### src/rtl/msdap_ctrl_if.sv
// Bundles the MSDAP sequencer's request, S2P, ALU and memory-write signals.
// master = sequencer side (drives strobes and ALU launch), slave = datapath/environment side.
// Widths follow ADDR_W; data words are fixed at 16 bits.
interface msdap_ctrl_if #(
  parameter int ADDR_W = 9
);
  logic              start;
  logic              flush;
  logic              s2p_ready;
  logic [15:0]       ParallelL;
  logic [15:0]       ParallelR;
  logic              alu_done;
  logic              rj_we;
  logic              coeff_we;
  logic              x_we;
  logic [ADDR_W-1:0] wr_addr;
  logic [15:0]       wr_data_l;
  logic [15:0]       wr_data_r;
  logic              alu_start;
  logic [ADDR_W-1:0] alu_xptr;
  logic [2:0]        state;
  logic              sleep_flag;
  logic              overrun;

  modport master (
    input  start, flush, s2p_ready, ParallelL, ParallelR, alu_done,
    output rj_we, coeff_we, x_we, wr_addr, wr_data_l, wr_data_r,
           alu_start, alu_xptr, state, sleep_flag, overrun
  );

  modport slave (
    output start, flush, s2p_ready, ParallelL, ParallelR, alu_done,
    input  rj_we, coeff_we, x_we, wr_addr, wr_data_l, wr_data_r,
           alu_start, alu_xptr, state, sleep_flag, overrun
  );
endinterface

### src/rtl/msdap_ctrl.sv
// MSDAP main sequencer: steers S2P words into Rj/coeff/X memories, launches the ALU per frame.
// Latency: one SCLK from s2p_ready to write strobe/address/data and alu_start (all registered).
// No backpressure: frames arriving while the ALU is busy are dropped and flagged in sticky overrun.
module msdap_ctrl #(
  parameter int RJ_COUNT    = 16,
  parameter int COEFF_COUNT = 512,
  parameter int X_DEPTH     = 256,
  parameter int SLEEP_ZEROS = 800,
  parameter int ADDR_W      = 9
) (
  input logic         SCLK,
  input logic         clear,
  msdap_ctrl_if.master bus
);

  localparam logic [2:0] IDLE       = 3'd0;
  localparam logic [2:0] CLEAR_MEM  = 3'd1;
  localparam logic [2:0] READ_RJ    = 3'd2;
  localparam logic [2:0] READ_COEFF = 3'd3;
  localparam logic [2:0] WAIT_INPUT = 3'd4;
  localparam logic [2:0] WORKING    = 3'd5;
  localparam logic [2:0] SLEEP      = 3'd6;

  localparam int ZC_W = $clog2(SLEEP_ZEROS + 1);
  localparam logic [ZC_W-1:0]   ZC_MAX  = ZC_W'(SLEEP_ZEROS);
  localparam logic [ADDR_W-1:0] X_LAST  = ADDR_W'(X_DEPTH - 1);
  localparam logic [ADDR_W-1:0] RJ_LAST = ADDR_W'(RJ_COUNT - 1);
  localparam logic [ADDR_W-1:0] CF_LAST = ADDR_W'(COEFF_COUNT - 1);

  logic [2:0]        ret_tgt;
  logic [ADDR_W-1:0] cnt;
  logic [ADDR_W-1:0] x_ptr;
  logic [ZC_W-1:0]   zero_cnt;

  logic              frame_zero;
  logic [ZC_W-1:0]   zc_next;
  logic [ADDR_W-1:0] x_ptr_next;

  // Zero-run count and circular X pointer as they would be after accepting the current frame.
  always_comb begin
    frame_zero = (bus.ParallelL == 16'd0) && (bus.ParallelR == 16'd0);
    zc_next    = '0;
    if (frame_zero) begin
      zc_next = (zero_cnt == ZC_MAX) ? zero_cnt : zero_cnt + 1'b1;
    end
    x_ptr_next = (x_ptr == X_LAST) ? '0 : x_ptr + 1'b1;
  end

  // Sequencer: state, counters and all registered outputs. Strobes default low every cycle.
  always_ff @(posedge SCLK or negedge clear) begin
    if (!clear) begin
      bus.state      <= IDLE;
      ret_tgt        <= IDLE;
      cnt            <= '0;
      x_ptr          <= '0;
      zero_cnt       <= '0;
      bus.rj_we      <= 1'b0;
      bus.coeff_we   <= 1'b0;
      bus.x_we       <= 1'b0;
      bus.wr_addr    <= '0;
      bus.wr_data_l  <= '0;
      bus.wr_data_r  <= '0;
      bus.alu_start  <= 1'b0;
      bus.alu_xptr   <= '0;
      bus.sleep_flag <= 1'b0;
      bus.overrun    <= 1'b0;
    end else begin
      bus.rj_we     <= 1'b0;
      bus.coeff_we  <= 1'b0;
      bus.x_we      <= 1'b0;
      bus.alu_start <= 1'b0;

      if (bus.flush && (bus.state == WAIT_INPUT || bus.state == WORKING || bus.state == SLEEP)) begin
        // Flush wins over any frame or alu_done this cycle; the clear's first write goes out now.
        bus.state      <= CLEAR_MEM;
        ret_tgt        <= WAIT_INPUT;
        bus.x_we       <= 1'b1;
        bus.wr_addr    <= '0;
        bus.wr_data_l  <= '0;
        bus.wr_data_r  <= '0;
        cnt            <= ADDR_W'(1);
        x_ptr          <= '0;
        zero_cnt       <= '0;
        bus.sleep_flag <= 1'b0;
      end else begin
        case (bus.state)
          IDLE: begin
            if (bus.start) begin
              bus.state     <= CLEAR_MEM;
              ret_tgt       <= READ_RJ;
              bus.x_we      <= 1'b1;
              bus.wr_addr   <= '0;
              bus.wr_data_l <= '0;
              bus.wr_data_r <= '0;
              cnt           <= ADDR_W'(1);
              x_ptr         <= '0;
              zero_cnt      <= '0;
            end
          end

          CLEAR_MEM: begin
            bus.x_we      <= 1'b1;
            bus.wr_addr   <= cnt;
            bus.wr_data_l <= '0;
            bus.wr_data_r <= '0;
            if (cnt == X_LAST) begin
              cnt       <= '0;
              bus.state <= ret_tgt;
            end else begin
              cnt <= cnt + 1'b1;
            end
          end

          READ_RJ, READ_COEFF: begin
            if (bus.s2p_ready) begin
              bus.rj_we     <= (bus.state == READ_RJ);
              bus.coeff_we  <= (bus.state == READ_COEFF);
              bus.wr_addr   <= cnt;
              bus.wr_data_l <= bus.ParallelL;
              bus.wr_data_r <= bus.ParallelR;
              if (bus.state == READ_RJ && cnt == RJ_LAST) begin
                cnt       <= '0;
                bus.state <= READ_COEFF;
              end else if (bus.state == READ_COEFF && cnt == CF_LAST) begin
                cnt       <= '0;
                bus.state <= WAIT_INPUT;
              end else begin
                cnt <= cnt + 1'b1;
              end
            end
          end

          WAIT_INPUT: begin
            if (bus.s2p_ready) begin
              bus.x_we      <= 1'b1;
              bus.wr_addr   <= x_ptr;
              bus.wr_data_l <= bus.ParallelL;
              bus.wr_data_r <= bus.ParallelR;
              bus.alu_start <= 1'b1;
              bus.alu_xptr  <= x_ptr;
              x_ptr         <= x_ptr_next;
              zero_cnt      <= zc_next;
              bus.state     <= WORKING;
            end
          end

          WORKING: begin
            if (bus.s2p_ready && bus.alu_done) begin
              // Back-to-back frame: the ALU just freed up, so launch it again immediately.
              bus.x_we       <= 1'b1;
              bus.wr_addr    <= x_ptr;
              bus.wr_data_l  <= bus.ParallelL;
              bus.wr_data_r  <= bus.ParallelR;
              bus.alu_start  <= 1'b1;
              bus.alu_xptr   <= x_ptr;
              x_ptr          <= x_ptr_next;
              zero_cnt       <= zc_next;
              bus.state      <= (zc_next == ZC_MAX) ? SLEEP : WORKING;
              bus.sleep_flag <= (zc_next == ZC_MAX);
            end else if (bus.s2p_ready) begin
              bus.overrun <= 1'b1;
            end else if (bus.alu_done) begin
              bus.state      <= (zero_cnt == ZC_MAX) ? SLEEP : WAIT_INPUT;
              bus.sleep_flag <= (zero_cnt == ZC_MAX);
            end
          end

          SLEEP: begin
            if (bus.s2p_ready) begin
              // Samples keep landing in X so history is intact when real input returns.
              bus.x_we      <= 1'b1;
              bus.wr_addr   <= x_ptr;
              bus.wr_data_l <= bus.ParallelL;
              bus.wr_data_r <= bus.ParallelR;
              x_ptr         <= x_ptr_next;
              zero_cnt      <= zc_next;
              if (!frame_zero) begin
                bus.alu_start  <= 1'b1;
                bus.alu_xptr   <= x_ptr;
                bus.state      <= WORKING;
                bus.sleep_flag <= 1'b0;
              end
            end
          end

          default: begin
            bus.state <= IDLE;
          end
        endcase
      end
    end
  end

endmodule

### src/flat_wrapper.sv
// flat-port wrapper written by rule: the top's interface ports become plain ports
module msdap_ctrl_flat 
#(
  parameter int RJ_COUNT    = 16,
  parameter int COEFF_COUNT = 512,
  parameter int X_DEPTH     = 256,
  parameter int SLEEP_ZEROS = 800,
  parameter int ADDR_W      = 9
)
  (SCLK, clear, bus_start, bus_flush, bus_s2p_ready, bus_ParallelL, bus_ParallelR, bus_alu_done, bus_rj_we, bus_coeff_we, bus_x_we, bus_wr_addr, bus_wr_data_l, bus_wr_data_r, bus_alu_start, bus_alu_xptr, bus_state, bus_sleep_flag, bus_overrun);
  msdap_ctrl_if #(.ADDR_W(ADDR_W)) bus_i ();
  input logic SCLK;
  input logic clear;
  input wire logic [$bits(bus_i.start)-1:0] bus_start;
  input wire logic [$bits(bus_i.flush)-1:0] bus_flush;
  input wire logic [$bits(bus_i.s2p_ready)-1:0] bus_s2p_ready;
  input wire logic [$bits(bus_i.ParallelL)-1:0] bus_ParallelL;
  input wire logic [$bits(bus_i.ParallelR)-1:0] bus_ParallelR;
  input wire logic [$bits(bus_i.alu_done)-1:0] bus_alu_done;
  output wire logic [$bits(bus_i.rj_we)-1:0] bus_rj_we;
  output wire logic [$bits(bus_i.coeff_we)-1:0] bus_coeff_we;
  output wire logic [$bits(bus_i.x_we)-1:0] bus_x_we;
  output wire logic [$bits(bus_i.wr_addr)-1:0] bus_wr_addr;
  output wire logic [$bits(bus_i.wr_data_l)-1:0] bus_wr_data_l;
  output wire logic [$bits(bus_i.wr_data_r)-1:0] bus_wr_data_r;
  output wire logic [$bits(bus_i.alu_start)-1:0] bus_alu_start;
  output wire logic [$bits(bus_i.alu_xptr)-1:0] bus_alu_xptr;
  output wire logic [$bits(bus_i.state)-1:0] bus_state;
  output wire logic [$bits(bus_i.sleep_flag)-1:0] bus_sleep_flag;
  output wire logic [$bits(bus_i.overrun)-1:0] bus_overrun;
  assign bus_i.start = bus_start;
  assign bus_i.flush = bus_flush;
  assign bus_i.s2p_ready = bus_s2p_ready;
  assign bus_i.ParallelL = bus_ParallelL;
  assign bus_i.ParallelR = bus_ParallelR;
  assign bus_i.alu_done = bus_alu_done;
  assign bus_rj_we = bus_i.rj_we;
  assign bus_coeff_we = bus_i.coeff_we;
  assign bus_x_we = bus_i.x_we;
  assign bus_wr_addr = bus_i.wr_addr;
  assign bus_wr_data_l = bus_i.wr_data_l;
  assign bus_wr_data_r = bus_i.wr_data_r;
  assign bus_alu_start = bus_i.alu_start;
  assign bus_alu_xptr = bus_i.alu_xptr;
  assign bus_state = bus_i.state;
  assign bus_sleep_flag = bus_i.sleep_flag;
  assign bus_overrun = bus_i.overrun;
  msdap_ctrl #(.RJ_COUNT(RJ_COUNT), .COEFF_COUNT(COEFF_COUNT), .X_DEPTH(X_DEPTH), .SLEEP_ZEROS(SLEEP_ZEROS), .ADDR_W(ADDR_W)) u_core (.SCLK(SCLK), .clear(clear), .bus(bus_i));
endmodule
### config.mk
export PLATFORM = sky130hd
export DESIGN_NAME = msdap_ctrl_flat
export DESIGN_NICKNAME = d
export VERILOG_FILES = /design/src/rtl/msdap_ctrl_if.sv /design/src/rtl/msdap_ctrl.sv /design/src/flat_wrapper.sv
export SDC_FILE = /design/constraint.sdc
export NUM_CORES = 1
export LEC_CHECK = 0
export ABC_CLOCK_PERIOD_IN_PS = 5800
export CAP_MARGIN = 15
export CORE_MARGIN = 5
export CORE_UTILIZATION = 50
export DETAILED_ROUTE_END_ITERATION = 8
export HOLD_SLACK_MARGIN = 0.02
export MAX_ROUTING_LAYER = met4
export PLACE_DENSITY_LB_ADDON = 0.3
export SLEW_MARGIN = 20
export SYNTH_ARGS = -nofsm -noshare
export SYNTH_HDL_FRONTEND = slang
export SYNTH_SLANG_ARGS = --single-unit
### constraint.sdc
create_clock -name SCLK -period 5.8 [get_ports SCLK]
set_input_delay 0.58 -clock SCLK [delete_from_list [all_inputs] [get_ports SCLK]]
set_output_delay 0.58 -clock SCLK [all_outputs]
set_load 0.01 [all_outputs]
==> metrics.yaml, run 1 <==
status: "completed"
seqPwrFrac_pct: 41.2
min_period_ps: 3030
finalMaxSlewViolations: 0
grt_first_pass_wirelength_mm: 19.5
synth_edf_count: 0
synth-main-ff-cell: "dfrtp_1"
fin_crit_sh_pct: 52.3
die_x_um: 106
p_clk_share_pct: 18.1
synth_xor_area_share_pct: 0.381
powerDensity_nw_per_um2: 382
fin_skew_ps: 6.79
intPower_uw: 1350
r2r_start: "u_core.bus.state[2]"
htreeDepth: 3
area_delta_synth_final_pct: 25.1
routedWlPerCell_um: 16.6
diodes: 0
finalSetupViolations: 0
syn-num-nets: 551
holdCritStartpoint: "u_core.bus.overrun"
grt_overflow: 0
path_max_fanout: 11
hold_ws_ps: 476
fillers: 779
synth_top_area_share_pct: 48.4
synth-compound-area-share_pct: 21.0
synth_warnings: 0
muxShareOfSynthArea_pct: 3.13
avgSynthCellArea_um2: 9.08
drtAntennaViolNets: 0
io_buffers: 96
synth-async-reset-ratio_pct: 100
slew_headroom_pct: 30.8
yosysUniqueCellTypes: 60
grt_start_max_net_pins: 86
rows: 35
rsz0062_at_grt: "false"
rr_worst_depth: 4
maxCapViolCount: 0
switching_share_pct: 38.6
cts.sinks: 89
dr.pass1.iters: 6
dieArea_um2: 11200
route.detailed.drc: 0
synth-simple-area-share_pct: 20.6
synth_sequential_area_ratio_pct: 48.4
clk_pin_slew_ps: 90
hold_viol: 0
drive_gt1_share_pct: 7.99
fp.dieH_um: 106
dr_total_vias: 4137
initial_utilization_pct: 50.5
syn-cell-area_um2: 4600
ir_drop_mv: 0.214
layout_common_cells: "100 x nand2_1, 95 x clkdlybuf4s50_1, 89 x dfrtp_1"
antenna_found_initial: 0
timing.fmax_mhz: 330
max-clock-path-buffers: 2
synth_top_family_by_area: "compound AO/OA/AOI/OAI gates"
start_kind: "input port"
io_pins: 97
crit_path_start: "bus_ParallelL[6]"
ys_ff_latch: 89
drt-initial-drc-count: 332
cts-resized-gates: 0
dp_hpwl_mm: 8.33
numCtsBuffers: 9
drt_wl_total_mm: 11.6
synthTopCellsByArea: "dfrtp_1 48%, o21ai_0 8.8%, nand2_1 8.2%"
worstSetupEndpointType: "flop"
cts_root_buffer: "clkbuf_8"
switching_power_uw: 849
tns_ps: 0
min_path_type: "reg -> reg"
cp.arrival_ps: 3280
nets: 628
worst_pin_slew_ps: 1030
required_ps: 6050
clock_latency_ps: 360
routed_via_density: 5.92
cts_tree: "done"
grt_usage_pct: 21.9
grt_pass1_vias: 3904
gp_congestion: 0.895
synthCells: 506
mostFrequentLayoutCell: "nand2_1"
hold_depth: 1
pwr-share-comb_pct: 40.7
core-area_um2: 9110
post-synth-top-area-cell: "dfrtp_1"
synthAdderAreaFrac_pct: 1.91
crit_type: "in -> reg"
p_leak_uw: 0.00240
==> layout make-up <==
class                           instances  area [um^2]  share of cell area [%]
Sequential cell                        89         2230                    38.7
Multi-Input combinational cell        372         2170                    37.7
Timing Repair Buffer                  100          995                    17.3
Clock buffer                           11          141                    2.46
Tap cell                              111          139                    2.42
Inverter                               11         41.3                   0.718
Clock inverter                          5         37.5                   0.653
==> state kept, by name, summed over array words and instances (netlist names), 2 cells and up <==
signal and cells:
u_core.bus.wr_data_r 16, u_core.bus.alu_xptr 9, u_core.zero_cnt 10, u_core.bus.wr_data_l 16, u_core.bus.state 3, u_core.x_ptr 9
u_core.bus.wr_addr 9, u_core.ret_tgt 2, u_core.cnt 9
==> Yosys cell counts, types with 2 or more instances <==
cell type  instances
nand2b_1           5
ha_1               7
o21bai_1           3
o31ai_1            7
xnor2_1            2
nor3_1             6
buf_2              8
o211ai_1           4
nand2_1          101
clkbuf_1          20
and3_1            13
nor4_1             9
nor2b_1            2
dfrtp_1           89
buf_6              4
or4_4              2
a31oi_1            2
nand4_1            4
a32o_1             2
mux2i_1            2
mux2_2            11
nand3_1           14
a41o_1             2
and4_1             2
nor2_1            24
inv_1             11
a22o_1             2
nand3b_1           2
a41oi_1            2
a21o_1             2
o21ai_0           81
o21a_1             2
nor3b_1            2
a21oi_1           14
a211oi_1           3
o32ai_1            4
a22oi_1           12
or2_2              2
==> metrics by stage <==
step	util (%)	std cells	setup slack [ps]	total power, uW	area [um^2]
final	63.1	699	2770	2200	5750
after global routing	63.1	699	2600	2350	5750
after CTS	63.1	699	2750	2210	5740
after detailed placement	61.0	682	2360	1810	5560
after global placement	61.0	682	2500	1790	5560
after floorplan	-	506	3460	1390	4600
==> worst paths after layout <==
kind	endpoint	slack, ps
setup / recovery	u_core.bus.alu_xptr[7]	2770
hold / removal	u_core.bus.overrun	480
setup reg to reg	u_core.bus.alu_xptr[7]	2850
hold reg to reg	u_core.bus.overrun	480
max in group asynchronous	u_core.zero_cnt[9]	4340
min in group asynchronous	u_core.bus.wr_data_l[10]	550
==> per-layer routing <==
layer | share of wire, % | wire length (um) | GRT usage [%]
met4 | 1.3 | 155 | 4.81
met5 | 0 | 0 | -
met3 | 7.6 | 882 | 4.53
met2 | 44 | 5090 | 31.6
met1 | 47 | 5510 | 31.9
==> power groups by stage <==
| stage | Clock (uW) | Sequential, uW | Combinational [uW] |
|---|---|---|---|
| after floorplan | 0 | 929 | 459 |
| after global placement | 0 | 906 | 883 |
| after detailed placement | 0 | 915 | 894 |
| after CTS | 407 | 902 | 897 |
| after global routing | 434 | 927 | 985 |
| final | 397 | 905 | 895 |
==> critical path, stage by stage <==
cell and delay, ps:
clkdlybuf4s50_1 430, nor4_1 310, nand4_1 270, or2_2 400, o211ai_1 840, mux2_2 430
==> repair_timing <==
item / in CTS / in global routing
endpoints found under the hold margin: 4 / 0
hold buffers: 1 / 0
buffers inserted: 0 / 0
==> cells by family after synthesis <==
kind of cell             after synthesis
adder cells (fa/ha/maj)                7
flip-flops                            89
XOR/XNOR                               2
AND/OR/NAND/NOR                      196
multiplexers                          13
AO/OA/AOI/OAI                        154
buffers and inverters                 45
No activity file was read; power rests on OpenSTA's default activity.
==> run 2, diff against run 1 <==
--- a/config.mk
+++ b/config.mk
@@ -5,7 +5,7 @@
 export SDC_FILE = /design/constraint.sdc
 export NUM_CORES = 1
 export LEC_CHECK = 0
-export ABC_CLOCK_PERIOD_IN_PS = 5800
+export ABC_CLOCK_PERIOD_IN_PS = 2950
 export CAP_MARGIN = 15
 export CORE_MARGIN = 5
 export CORE_UTILIZATION = 50
==> constraint.sdc (replaced) <==
create_clock -name SCLK -period 2.95 [get_ports SCLK]
set_input_delay 0.295 -clock SCLK [delete_from_list [all_inputs] [get_ports SCLK]]
set_output_delay 0.295 -clock SCLK [all_outputs]
set_load 0.01 [all_outputs]
==> run 2 against run 1 <==
Combinational power grew 110%. Count of clock-buffer cells in the layout is the same. Sequential power grew 97%. Utilization grew 0.76 points. Critical path depth grew 5. Sequential cell count is the same. Setup slack lost 2400 ps. Total power grew 100%. Hold slack gained 8.2 ps. First-iteration DRC count shrank 0.60%. Non-clock buffer count grew 8. Register-to-register slack lost 2500 ps. Critical path type is now reg -> reg. Critical endpoint is now u_core.bus.state[1]. Highest routed layer unchanged.
==> metrics.yaml, run 2 (same netlist as run 1, synthesis figures left out) <==
area_delta_synth_final_pct: 26.6
cts.sinks: 89
gp_congestion: 0.936
fin_skew_ps: 9.77
nets: 636
fp.dieH_um: 106
die_x_um: 106
grt_usage_pct: 21.8
htreeDepth: 3
min_period_ps: 2620
timing.fmax_mhz: 382
clock_latency_ps: 360
required_ps: 3210
numCtsBuffers: 9
start_kind: "flop"
min_path_type: "reg -> reg"
fin_area_um2: 5820
total_power_uw: 4410
tns_ps: 0
placed_area_um2: 5630
worst_pin_slew_ps: 834
dp_hpwl_mm: 8.56
cts-resized-gates: 0
rows: 35
largestRegisters: "u_core.bus.wr_data_l (16), u_core.bus.wr_data_r (16), u_core.zero_cnt (10)"
fin_crit_sh_pct: 88.7
core-area_um2: 9110
io_buffers: 96
mostFrequentLayoutCell: "nand2_1"
hold_ws_ps: 484
path_max_fanout: 8
placed_cells: 690
dr_total_vias: 4172
antenna_found_initial: 0
cts_root_buffer: "clkbuf_8"
routed_via_density: 5.90
route.detailed.drc: 0
drt-initial-drc-count: 330
rsz0062_at_grt: "false"
crit_type: "reg -> reg"
p_leak_uw: 0.00244
finalMaxSlewViolations: 0
initial_utilization_pct: 50.5
slew_headroom_pct: 44.4
drtAntennaViolNets: 0
max-clock-path-buffers: 2
grt_overflow: 0
finalSetupViolations: 0
powerDensity_nw_per_um2: 759
grt_pass1_vias: 3854
drt_wl_total_mm: 11.8
grt_first_pass_wirelength_mm: 19.3
clk_pin_slew_ps: 90
ir_drop_mv: 0.606
status: "completed"
worstSetupEndpointType: "flop"
maxCapViolCount: 0
grt_start_max_net_pins: 56
dieArea_um2: 11200
dr.pass1.iters: 5
routedWlPerCell_um: 16.6
cts_tree: "done"
drive_gt1_share_pct: 9.06
layout_common_cells: "101 x nand2_1, 95 x clkdlybuf4s50_1, 89 x dfrtp_1"
io_pins: 97
diodes: 0
hold_viol: 0
stdcell_count: 707
cp.arrival_ps: 2870
[run 2: through the flow]
step	worst slack [ps]	util (%)
after global placement	357	61.8
after floorplan	612	-
after detailed placement	291	61.8
after CTS	347	63.9
final	334	63.9
after global routing	183	63.9
[run 2: per-layer routing]
metal	track usage [%]	wire length [um]
met3	5.51	1010
met4	6.38	165
met2	30.9	5080
met1	31.2	5510
met5	-	0
[run 2: critical path, cell delays in order (launching register included)]
cell	delay [ps]
dfrtp_1	450
ha_1	270
and3_1	200
and3_1	210
nand3_1	120
inv_1	70
ha_1	200
mux2_2	280
o32a_2	260
nand3_1	180
nor3_1	70
a22o_1	210
[run 2: final timing paths]
kind,startpoint,to,slack [ps],depth (start not counted)
max,u_core.cnt[0],u_core.bus.state[1],330,11
min,u_core.bus.wr_data_r[4],u_core.bus.wr_data_r[4],480,2
max reg2reg,u_core.cnt[0],u_core.bus.state[1],330,11
min reg2reg,u_core.bus.wr_data_r[4],u_core.bus.wr_data_r[4],480,2
max in group asynchronous,clear,u_core.bus.wr_addr[3],1720,3
min in group asynchronous,clear,u_core.bus.wr_data_l[10],510,2
[run 2: layout make-up]
| type | instances | area (um^2) |
|---|---|---|
| fill | 748 | 3290 |
| clock inverter | 5 | 40.0 |
| tap | 111 | 139 |
| sequential | 89 | 2230 |
| multi-input combinational | 372 | 2170 |
| clock buffer | 11 | 141 |
| timing repair buffer | 108 | 1060 |
| inverter | 11 | 41.3 |
[run 2: power by group]
| part | total, uW | internal [uW] | switching [uW] |
|---|---|---|---|
| registers | 1780 | 1510 | 263 |
| logic | 1860 | 863 | 993 |
| clock network | 783 | 334 | 449 |
[run 2: repair_timing]
action                                 4_1_cts  5_1_grt
endpoints found under the hold margin       53        0
setup buffers                                0        0
hold buffers                                 1        0
==> run 3, diff against run 2 <==
--- a/config.mk
+++ b/config.mk
@@ -13,7 +13,6 @@
 export HOLD_SLACK_MARGIN = 0.02
 export MAX_ROUTING_LAYER = met4
 export PLACE_DENSITY_LB_ADDON = 0.3
-export SLEW_MARGIN = 20
 export SYNTH_ARGS = -nofsm -noshare
 export SYNTH_HDL_FRONTEND = slang
 export SYNTH_SLANG_ARGS = --single-unit
==> results of run 3 <==
Final layout, timing and power as in run 2 (identical DEF).
